### config.mk
export PLATFORM = sky130hd
export DESIGN_NAME = grid_io_cfg_bank
export DESIGN_NICKNAME = d
export VERILOG_FILES = /design/src/rtl/grid_io_cfg_pkg.sv /design/src/rtl/io_pad_slice.sv /design/src/rtl/grid_io_cfg_bank.sv
export SDC_FILE = /design/constraint.sdc
export NUM_CORES = 1
export LEC_CHECK = 0
export ABC_AREA = 1
export BUFFER_PORTS_ARGS = -buffer_cell sky130_fd_sc_hd__buf_2
export CAP_MARGIN = 20
export CORE_MARGIN = 4
export CORE_UTILIZATION = 50
export DETAILED_ROUTE_END_ITERATION = 8
export GPL_TIMING_DRIVEN = 1
export PLACE_DENSITY_LB_ADDON = 0.2
export SLEW_MARGIN = 20
export SYNTH_ARGS = -nofsm -noshare
export SYNTH_HDL_FRONTEND = slang
export SYNTH_HIERARCHICAL = 1
export SYNTH_SLANG_ARGS = --single-unit
### constraint.sdc
create_clock -name clk -period 1.6 [get_ports clk]
set_input_delay 0.24 -clock clk [delete_from_list [all_inputs] [get_ports clk]]
set_output_delay 0.24 -clock clk [all_outputs]
set_load 0.05 [all_outputs]
### src/rtl/grid_io_cfg_pkg.sv
// Shared definitions for the I/O grid configuration bank:
// config bit layout per pad, word-line address width and loader FSM states.
package grid_io_cfg_pkg;

  // Config bits per pad and their word-line indices
  localparam int unsigned CFG_BITS = 3;
  localparam int unsigned CFG_OE   = 0;
  localparam int unsigned CFG_IREG = 1;
  localparam int unsigned CFG_OREG = 2;

  // Word-line address width: max(1, clog2(n))
  function automatic int unsigned calc_aw(input int unsigned n);
    int unsigned w;
    w = int'($clog2(n));
    return (w < 1) ? 1 : w;
  endfunction

  localparam int unsigned AW = calc_aw(CFG_BITS);

  // Loader sequence states
  typedef enum logic [1:0] {
    IDLE     = 2'd0,
    BL_SETUP = 2'd1,
    WL_PULSE = 2'd2,
    BL_HOLD  = 2'd3
  } cfg_state_e;

endpackage

### src/rtl/io_pad_slice.sv
// One pad of the I/O grid column: CFG_BITS config cells written by bl/wl,
// input synchroniser, output register and the pad/fabric muxing.
// Ports:
//   clk, i_reset    : clock, synchronous active-high reset
//   i_bl, i_wl      : bit-line (this pad's data) and one-hot word lines
//   i_pad_in        : pad receiver value
//   i_io_out        : fabric data towards the pad
//   o_pad_out       : pad driver data
//   o_pad_oe        : pad driver enable
//   o_io_in         : pad data towards the fabric
module io_pad_slice
  import grid_io_cfg_pkg::*;
#(
  parameter int unsigned SYNC_STAGES = 2
) (
  input  logic                clk,
  input  logic                i_reset,
  input  logic                i_bl,
  input  logic [CFG_BITS-1:0] i_wl,
  input  logic                i_pad_in,
  input  logic                i_io_out,
  output logic                o_pad_out,
  output logic                o_pad_oe,
  output logic                o_io_in
);

  logic [CFG_BITS-1:0]    r_cfg;
  logic [SYNC_STAGES-1:0] r_sync;
  logic                   r_oreg;

  logic w_oe;
  logic w_ireg;
  logic w_oreg_en;

  // Config cells plus free-running synchroniser and output register;
  // the latter keep running regardless of the selected mode.
  always_ff @(posedge clk) begin
    if (i_reset) begin
      r_cfg  <= '0;
      r_sync <= '0;
      r_oreg <= 1'b0;
    end else begin
      for (int b = 0; b < int'(CFG_BITS); b++) begin
        if (i_wl[b]) r_cfg[b] <= i_bl;
      end
      r_sync[0] <= i_pad_in;
      for (int k = 1; k < int'(SYNC_STAGES); k++) begin
        r_sync[k] <= r_sync[k-1];
      end
      r_oreg <= i_io_out;
    end
  end

  assign w_oe      = r_cfg[CFG_OE];
  assign w_ireg    = r_cfg[CFG_IREG];
  assign w_oreg_en = r_cfg[CFG_OREG];

  // Output-mode pads drive the pad and return 0 to the fabric; input-mode
  // pads do the reverse.
  assign o_pad_oe  = w_oe;
  assign o_pad_out = w_oe & (w_oreg_en ? r_oreg : i_io_out);
  assign o_io_in   = ~w_oe & (w_ireg ? r_sync[SYNC_STAGES-1] : i_pad_in);

endmodule

### src/rtl/grid_io_cfg_bank.sv
// I/O grid column of NUM_IO pads with a built-in configuration loader.
// Frames (word-line address + one bit per pad) arrive on a valid/ready port
// and are written by a fixed BL_SETUP -> WL_PULSE -> BL_HOLD sequence.
// Ports:
//   clk, Reset              : clock, synchronous active-high reset
//   cfg_valid / cfg_ready   : frame handshake
//   cfg_wl_addr             : config bit index to write
//   cfg_bl_data             : one config bit per pad
//   cfg_err                 : sticky out-of-range address flag
//   pad_in / pad_out/pad_oe : pad receiver, driver data, driver enable
//   io_out / io_in          : fabric to pad, pad to fabric
module grid_io_cfg_bank
  import grid_io_cfg_pkg::*;
#(
  parameter int unsigned NUM_IO      = 8,
  parameter int unsigned SYNC_STAGES = 2
) (
  input  logic              clk,
  input  logic              Reset,
  input  logic              cfg_valid,
  output logic              cfg_ready,
  input  logic [AW-1:0]     cfg_wl_addr,
  input  logic [NUM_IO-1:0] cfg_bl_data,
  output logic              cfg_err,
  input  logic [NUM_IO-1:0] pad_in,
  output logic [NUM_IO-1:0] pad_out,
  output logic [NUM_IO-1:0] pad_oe,
  input  logic [NUM_IO-1:0] io_out,
  output logic [NUM_IO-1:0] io_in
);

  cfg_state_e          r_state;
  logic [AW-1:0]       r_addr;
  logic [NUM_IO-1:0]   r_bl;
  logic [CFG_BITS-1:0] r_wl;
  logic                r_err;

  logic w_addr_ok;

  // Ready is withdrawn during reset so no frame is taken on a reset edge.
  assign cfg_ready = (r_state == IDLE) && !Reset;
  assign cfg_err   = r_err;
  assign w_addr_ok = (32'(cfg_wl_addr) < CFG_BITS);

  // Loader FSM; bl is latched on acceptance and held until the next frame.
  always_ff @(posedge clk) begin
    if (Reset) begin
      r_state <= IDLE;
      r_addr  <= '0;
      r_bl    <= '0;
      r_wl    <= '0;
      r_err   <= 1'b0;
    end else begin
      case (r_state)
        IDLE: begin
          r_wl <= '0;
          if (cfg_valid) begin
            if (w_addr_ok) begin
              r_addr  <= cfg_wl_addr;
              r_bl    <= cfg_bl_data;
              r_state <= BL_SETUP;
            end else begin
              // Bad frame is consumed but never reaches the array.
              r_err <= 1'b1;
            end
          end
        end
        BL_SETUP: begin
          r_wl    <= CFG_BITS'(1) << r_addr;
          r_state <= WL_PULSE;
        end
        WL_PULSE: begin
          r_wl    <= '0;
          r_state <= BL_HOLD;
        end
        BL_HOLD: begin
          r_state <= IDLE;
        end
        default: begin
          r_wl    <= '0;
          r_state <= IDLE;
        end
      endcase
    end
  end

  // One slice per pad; each sees only its own bit-line.
  for (genvar g = 0; g < int'(NUM_IO); g++) begin : g_pad
    io_pad_slice #(
      .SYNC_STAGES (SYNC_STAGES)
    ) u_pad (
      .clk       (clk),
      .i_reset   (Reset),
      .i_bl      (r_bl[g]),
      .i_wl      (r_wl),
      .i_pad_in  (pad_in[g]),
      .i_io_out  (io_out[g]),
      .o_pad_out (pad_out[g]),
      .o_pad_oe  (pad_oe[g]),
      .o_io_in   (io_in[g])
    );
  end

endmodule

* Word-level counts from Yosys, hierarchy flattened *
Index checks and enable logic that the tools add are counted.

storage, ports and cells
  flip-flop bits (word level) = 64
  word-level logic and storage cells = 105

cells by class
  order comparisons = 1
  eq/ne operators = 5
  shifts and indexed selects = 1
  multiplexer cells = 20
  bitwise logic cells = 25
  reductions and logical operators = 8

operators with widths
  kind                 number
  $and 1x1->1          16
  $mux 1               16
  $not 1->1            9
  $pmux 2 s4           1
  $pmux 3 s2           1
  $reduce_and 3->1     2
  $eq 2x2->1 const B   2
  $mux 2               2
  $ne 2x2->1 const B   2
  $shl 1x2->3 const A  1
  $eq 2x1->1 const B   1
  $logic_not 2->1      1
  $lt 2x2->1 const B   1
  $reduce_and 2->1     1
  $reduce_bool 2->1    1
  $reduce_or 2->1      1
  $logic_and 1x1->1    1
  $logic_not 1->1      1

* Longest topological paths before layout *
Gate-level depths: netlist (run 1).

  depth after elaboration = 4
  gate-level depth with buffers = 7
  mapped depth without buffers = 6

* By module *
The synthesis (run 1) kept the hierarchy.

by module, submodules not included
  module            instances  cells each  area each (um^2)
  io_pad_slice      8          37          244.0
  grid_io_cfg_bank  1          124         824.5

* Worst setup path before layout (run 1) *
No wires, ideal clock.

  path kind = reg2out
  start = register r_state[0]
  end = output cfg_ready
  arrival = 1429 ps
  data required time = 1360 ps
  slack = -69 ps
  stages on the path, launching flop included = 6
  path buffers = 1
  cell sequence = dfxtp_1 inv_1 ha_1 buf_4 inv_1 nor2_1

between the ends
  cells in the longest elaborated chain, start to end = 2

ends and longest elaborated chain
  what                      RTL line                text
  start: declaration        grid_io_cfg_bank.sv:32  cfg_state_e r_state;
  start signal: assignment  grid_io_cfg_bank.sv:48  r_state <= IDLE;
  start signal: assignment  grid_io_cfg_bank.sv:61  r_state <= BL_SETUP;
  start signal: assignment  grid_io_cfg_bank.sv:70  r_state <= WL_PULSE;
  $logic_not 2->1           grid_io_cfg_bank.sv:41  assign cfg_ready = (r_state == IDLE) && !Reset;
  $logic_and 1x1->1         grid_io_cfg_bank.sv:41
  end: declaration          grid_io_cfg_bank.sv:21  output logic cfg_ready,

No other way between the ends.

* Worst setup path after layout (run 1) *
Ends and elaborated chain as after synthesis.

==> results.md, run 1 <==
- Crit path time final: 1480 ps
- Cells after DPL: roughly 550
- RSZ-0062 raised after global routing: false
- Die area: just under 0.007 mm^2
- Hold_buf cts: 0
- #FFs+latches synth: 64
- Worst VDD drop: a little under 0.9 mV
- WL final: approximately 5400 um
- Vias per cell: about 4.4
- Critical path class: reg2out
- Initial core utilization: a little over half
- PortBufs: 54
- Core area: 0.00524 mm^2
- Synthesis-to-finish area growth: 21.9%
- Sequential Power Share: a little under two fifths
- # DRC: 0
- CTS buffer count: 9
- Via count: about 2.4k
- Part of the power in the clock network: 24.4%
- DRT antenna net count: 0
- CTS max path bufs: 2
- WP data required: 1360 ps
- Worst Skew: roughly 4.3 ps
- WL/cell: approximately 9.6 um
- Die Ht: around 83 um
- Most frequent cells in the layout: 105 x nand2_1, 90 x nor2_1, 87 x inv_1, 64 x dfxtp_1, 53 x buf_2
- Die W: 82.5 um
- Final Wtd Congestion: ~0.87
- Utilization after layout: around 65%
- Fillers: ~480
- Post-DP Area: about 0.0032 mm^2
- Worst min path class: in2reg
- Post-DP HPWL: between 3000 and 4000 um
- Final cycle utilization of the critical path: roughly 93%
- Crit Path Max Fanout: 7
- Sw Ratio: between 40% and 50%
- Initial antenna violation count: 0
- 1st-iter DRT viols: ~70
- Number of enable flip-flop cells after synthesis: 0
- # nets final: 520
- Logic pwr share: between 30% and 40%
- Commonest non-fill, non-tap cell in the layout: nand2_1
- Sequential fraction of the synthesis area: 46.1%
- Critical path launch point type: flop
- Yosys cell types: 15
- # rows: 26
- Clock transition at path regs: 70 ps
- MaxCap Viol Count: 0
- FFs w/ async S/R, synth: 0%
- Internal power: 3340 uW
- Rel. slew slack: ~76%
- Multi-input combinational cell area: around 0.0011 mm^2
- Leakage power: about 0.0017 uW
- Clock Latency Late Sink: roughly 340 ps
- Worst Max-Slew Pin Slew: approximately 350 ps
- Crit end category: output pin
- Synth top area share: a little under half
- Sink Count: 64
- Sw power: about 2300 uW
- H-tree depth: 3
- Max Slew Vio Count: 0
- Mapped Area: 0.00278 mm^2
- Worst Path Arrival: 1240 ps
- TritonRoute pass-1 iters: 4
- First-pass GRT wire length: 9060 um
- Final Instance Count excl. Fillers: around 560
- Leading area contributor after synthesis: dfxtp_1
- Cells after Synth: 420
- Largest net degree at the start of global routing: 23
- Status: finished, final reports clean
- Synth area leaders: dfxtp_1 46%, nand2_1 14%, nor2_1 13%, inv_1 12%, nor2_2 5.4%
- Number of global-route vias before repair: 2262
- Ant. Diodes: 0
- Fin area: about 0.0034 mm^2
- Syn nets: approximately 450
- GRT Residual Overflow: 0
- # IOs: 55
- PwrDens: between 1500 and 2000 mW/mm^2
- Fmax: between 0.6 and 0.7 GHz
- Main synth FF type: dfxtp_1
- Power after layout: between 5000 and 6000 uW
- Setup violators final: 0
- Clock Root Buffer: clkbuf_8
- Register area: between 0.001 and 0.0015 mm^2
- Synthesized area per cell: roughly 6.6 um^2
- Share of post-route cells with drive strength above 1: around 24%
- CTS tree: built
- Syn. warnings: 6
- Final hold viol count: 0
- Total negative setup slack: 0 ps
- GRT Util Overall: between 10% and 20%
==> layer usage <==
metal	vias up	part of all wire, %	global-route usage [%]
met2	49	46	31.6
met4	0	3.0	11.6
met3	13	5.5	4.66
met5	-	0	0
met1	1045	45	18.6
li1	1340	-	-
==> sequential cells by signal, indices dropped and copies added (netlist names) <==
name and count:
r_state 2, r_bl 8, r_addr 2, cfg_err 1, g_pad.u_pad/r_sync 16, g_pad.u_pad/r_oreg 8, r_wl 3, g_pad.u_pad/r_cfg 24
==> cells in the mapped netlist, types with 2 or more instances <==
master / number
nor2_1: 99
a21oi_1: 5
o21ai_0: 3
dfxtp_1: 64
nand3_1: 6
inv_2: 8
nand2_1: 105
inv_1: 89
buf_6: 2
nor2_2: 24
nand4_1: 8
ha_1: 4
==> power by group through the flow <==
stage	Clock [uW]	Combinational, uW	Sequential (uW)
after floorplan	0	1430	2360
after global placement	0	2120	2110
after detailed placement	0	2160	2120
after CTS	1420	2210	2090
after global routing	1490	2460	2120
final	1380	2200	2090
==> path summary, 6_finish.rpt <==
path | startpoint | endpoint | slack [ps] | cells past startpoint
max reg2reg | r_state[0]$_SDFFE_PP0P_ | r_bl[7]$_SDFFE_PP0P_ | 320 | 7
min | io_out[5] | g_pad[5].u_pad/r_oreg$_SDFF_PP0_ | 110 | 3
min reg2reg | g_pad[1].u_pad/r_sync[0]$_SDFF_PP0_ | g_pad[1].u_pad/r_sync[1]$_SDFF_PP0_ | 400 | 2
max | r_state[0]$_SDFFE_PP0P_ | cfg_ready | 120 | 5
==> cell type report <==
| class | count | share of cell area (%) |
|---|---|---|
| inverter | 97 | 10.8 |
| timing repair buffer | 60 | 9.50 |
| clock buffer | 13 | 4.69 |
| tap | 70 | 2.59 |
| multi-input combinational | 255 | 33.4 |
| clock inverter | 3 | 1.18 |
| sequential | 64 | 37.9 |
==> logic make-up after synthesis <==
logic type               share of synthesized area (%)
AND/OR/NAND/NOR                                   36.2
adder cells (fa/ha/maj)                           1.80
flip-flops                                        46.1
AO/OA/AOI/OAI                                     1.44
buffers and inverters                             14.4
==> through the flow <==
step                setup slack (ps)  hold WS [ps]
global placement                 266           389
floorplan                       85.7           309
global route                    32.3          99.5
finish                           116           115
detailed placement               166           394
CTS                             31.5           102
==> worst max-delay path: stages (launching register included) <==
cell and delay, ps:
dfxtp_1 330, inv_2 100, ha_4 170, inv_1 50, nor2_2 90, buf_6 160
==> what timing repair did <==
item | in CTS | in global routing
setup endpoints to repair | 1 | 1
gates resized for setup | 3 | 3
buffers inserted | 0 | 0
No activity file was read; power rests on OpenSTA's default activity.
==> inputs of run 2 (changes only) <==
Settings changed: CELL_PAD_IN_SITES_DETAIL_PLACEMENT set to 1, CELL_PAD_IN_SITES_GLOBAL_PLACEMENT set to 2, CORE_UTILIZATION 50 to 29.
==> run 2 against run 1 <==
Net effect: die area rose by 65%; non-clock buffer count grew 1; sequential power about the same; combinational power up 5%; wire length up 19%; register-to-register slack improved by 20 ps; total power is 1.7% lower; fmax up 0.14%; utilization decreased by 27 points; critical endpoint unchanged.
==> results.md, run 2 (synthesized netlist as in run 1, its figures left out) <==
- CTS max path bufs: 2
- # IOs: 55
- Max Slew Vio Count: 0
- Slack of the critical path: between 100 and 150 ps
- Fillers: around 1.3k
- Sink Count: 64
- Ant. Diodes: 0
- # rows: 35
- Die W: between 100 and 150 um
- First-pass GRT wire length: around 11000 um
- Slowest stage delay, CP: ~350 ps
- Most flop-heavy register: g_pad.u_pad/r_cfg
- Fin area: about 0.0035 mm^2
- # DRC: 0
- Final Wtd Congestion: 0.765
- Cell depth of the worst flop-to-flop path: 7
- Initial antenna violation count: 0
- Post-DP HPWL: 4700 um
- Clock Root Buffer: clkbuf_8
- Most frequent cells in the layout: 105 x nand2_1, 90 x nor2_1, 87 x inv_1, 63 x dfxtp_1, 53 x buf_2
- Crit path buffers/inverters: 3
- Initial core utilization: ~30%
- Commonest non-fill, non-tap cell in the layout: nand2_1
- Largest net degree at the start of global routing: 34
- CTS tree: built
- Worst Path Arrival: around 1200 ps
- Final cycle utilization of the critical path: just over 90%
- TritonRoute pass-1 iters: 4
- GRT Residual Overflow: 0
- Stages on worst setup path: 5
- Fmax: slightly below 0.7 GHz
- Core area: 0.00928 mm^2
- Die area: ~0.011 mm^2
- Crit-path cells: inv_2 -> ha_4 -> inv_1 -> nor2_2 -> buf_6
- Final hold viol count: 0
- Worst Max-Slew Pin Slew: about 420 ps
- Multi-input combinational cell area: roughly 0.0011 mm^2
- WL final: between 6000 and 7000 um
- Clock transition at path regs: approximately 80 ps
- Worst min path class: in2reg
- Worst VDD drop: ~0.48 mV
- Critical path class: reg2out
- Leakage power: 0.00174 uW
- Utilization after layout: 37.2%
- Worst Skew: 10.8 ps
- Total negative setup slack: 0 ps
- WP data required: 1360 ps
- Top Registers: g_pad.u_pad/r_cfg: 24 flops, g_pad.u_pad/r_sync: 16 flops
- CTS buffer count: 9
- Number of global-route vias before repair: roughly 2.5k
- Max reg flops: 24
- Hold path depth: 3
- Die Ht: roughly 110 um
- Share of post-route cells with drive strength above 1: 24.7%
- Post-DP Area: ~0.0033 mm^2
- # nets final: around 520
- GRT Util Overall: about an eighth
- Crit path max-delay family: flip-flops
- Crit end category: output pin
- Hold_buf cts: 0
- Crit Path Max Fanout: 6
- Rel. slew slack: ~72%
- H-tree depth: 3
- 1st-iter DRT viols: 56
- Clock Latency Late Sink: 330 ps
- Via count: around 2.5k
- PortBufs: 54
- Setup violators final: 0
- Pre-CTS setup slack: 226 ps
- PwrDens: 1610 mW/mm^2
- Register area: around 0.0013 mm^2
- Critical path launch point type: flop
- Power after layout: between 5000 and 6000 uW
- WL/cell: 10.3 um
- DRT antenna net count: 0
- RSZ-0062 raised after global routing: false
- MaxCap Viol Count: 0
- Crit path time final: roughly 1500 ps
- Slowest-stage cell, CP: dfxtp_2
- Synthesis-to-finish area growth: 24.4%
- Vias per cell: 4.00
- Status: finished, final reports clean
[run 2: cell count changes in the layout (fill, tap and decap cells not counted)]
cell and change:
clkbuf_8 -1, clkbuf_1 -1, dfxtp_2 +1, dfxtp_1 -1
clkinvlp_4 +3, buf_12 +1, bufinv_16 -1
[run 2: power breakdown]
group	switching [uW]	total (uW)	leakage [uW]	internal, uW
Clock	611	1210	0.0000813	599
Sequential	202	2070	0.000526	1870
Combinational	1590	2300	0.00113	707
[run 2: timing repair]
action / in CTS / in global routing
endpoints found under the setup margin: 1 / 1
pin swaps: 0 / 1
buffers inserted: 0 / 1
gates resized for setup: 3 / 4
[run 2: per-stage QoR]
stage	hold slack (ps)	std cells
after detailed placement	402	605
after global routing	98.2	622
after floorplan	309	420
final	124	622
after global placement	391	605
after CTS	100	621
[run 2: cell type report]
type,count,share of cell area (%)
flip-flops and latches,64,37.1
multi-input cells,255,32.7
inverters,97,10.5
repair buffers,61,9.89
well taps,129,4.67
clock buffers,11,4.09
clock inverters,5,0.942
[run 2: per-layer routing]
layer  share of wire [%]  vias up  global-route usage (%)
li1                    -     1339                       -
met1                  48     1110                    14.7
met2                  48       35                    21.6
met3                 3.4        5                    2.94
met4                0.91        0                    3.89
met5                   0        -                       0
[run 2: worst paths after layout]
check,start,endpoint,slack (ps)
max,r_state[1]$_SDFFE_PP0P_,cfg_ready,120
min,io_out[0],g_pad[0].u_pad/r_oreg$_SDFF_PP0_,120
max reg2reg,r_state[1]$_SDFFE_PP0P_,r_bl[6]$_SDFFE_PP0P_,340
min reg2reg,g_pad[3].u_pad/r_sync[0]$_SDFF_PP0_,g_pad[3].u_pad/r_sync[1]$_SDFF_PP0_,410
[run 2: worst min-delay path, cell delays in order]
cell and delay [ps]:
buf_2 100, inv_1 40, nor2_1 30
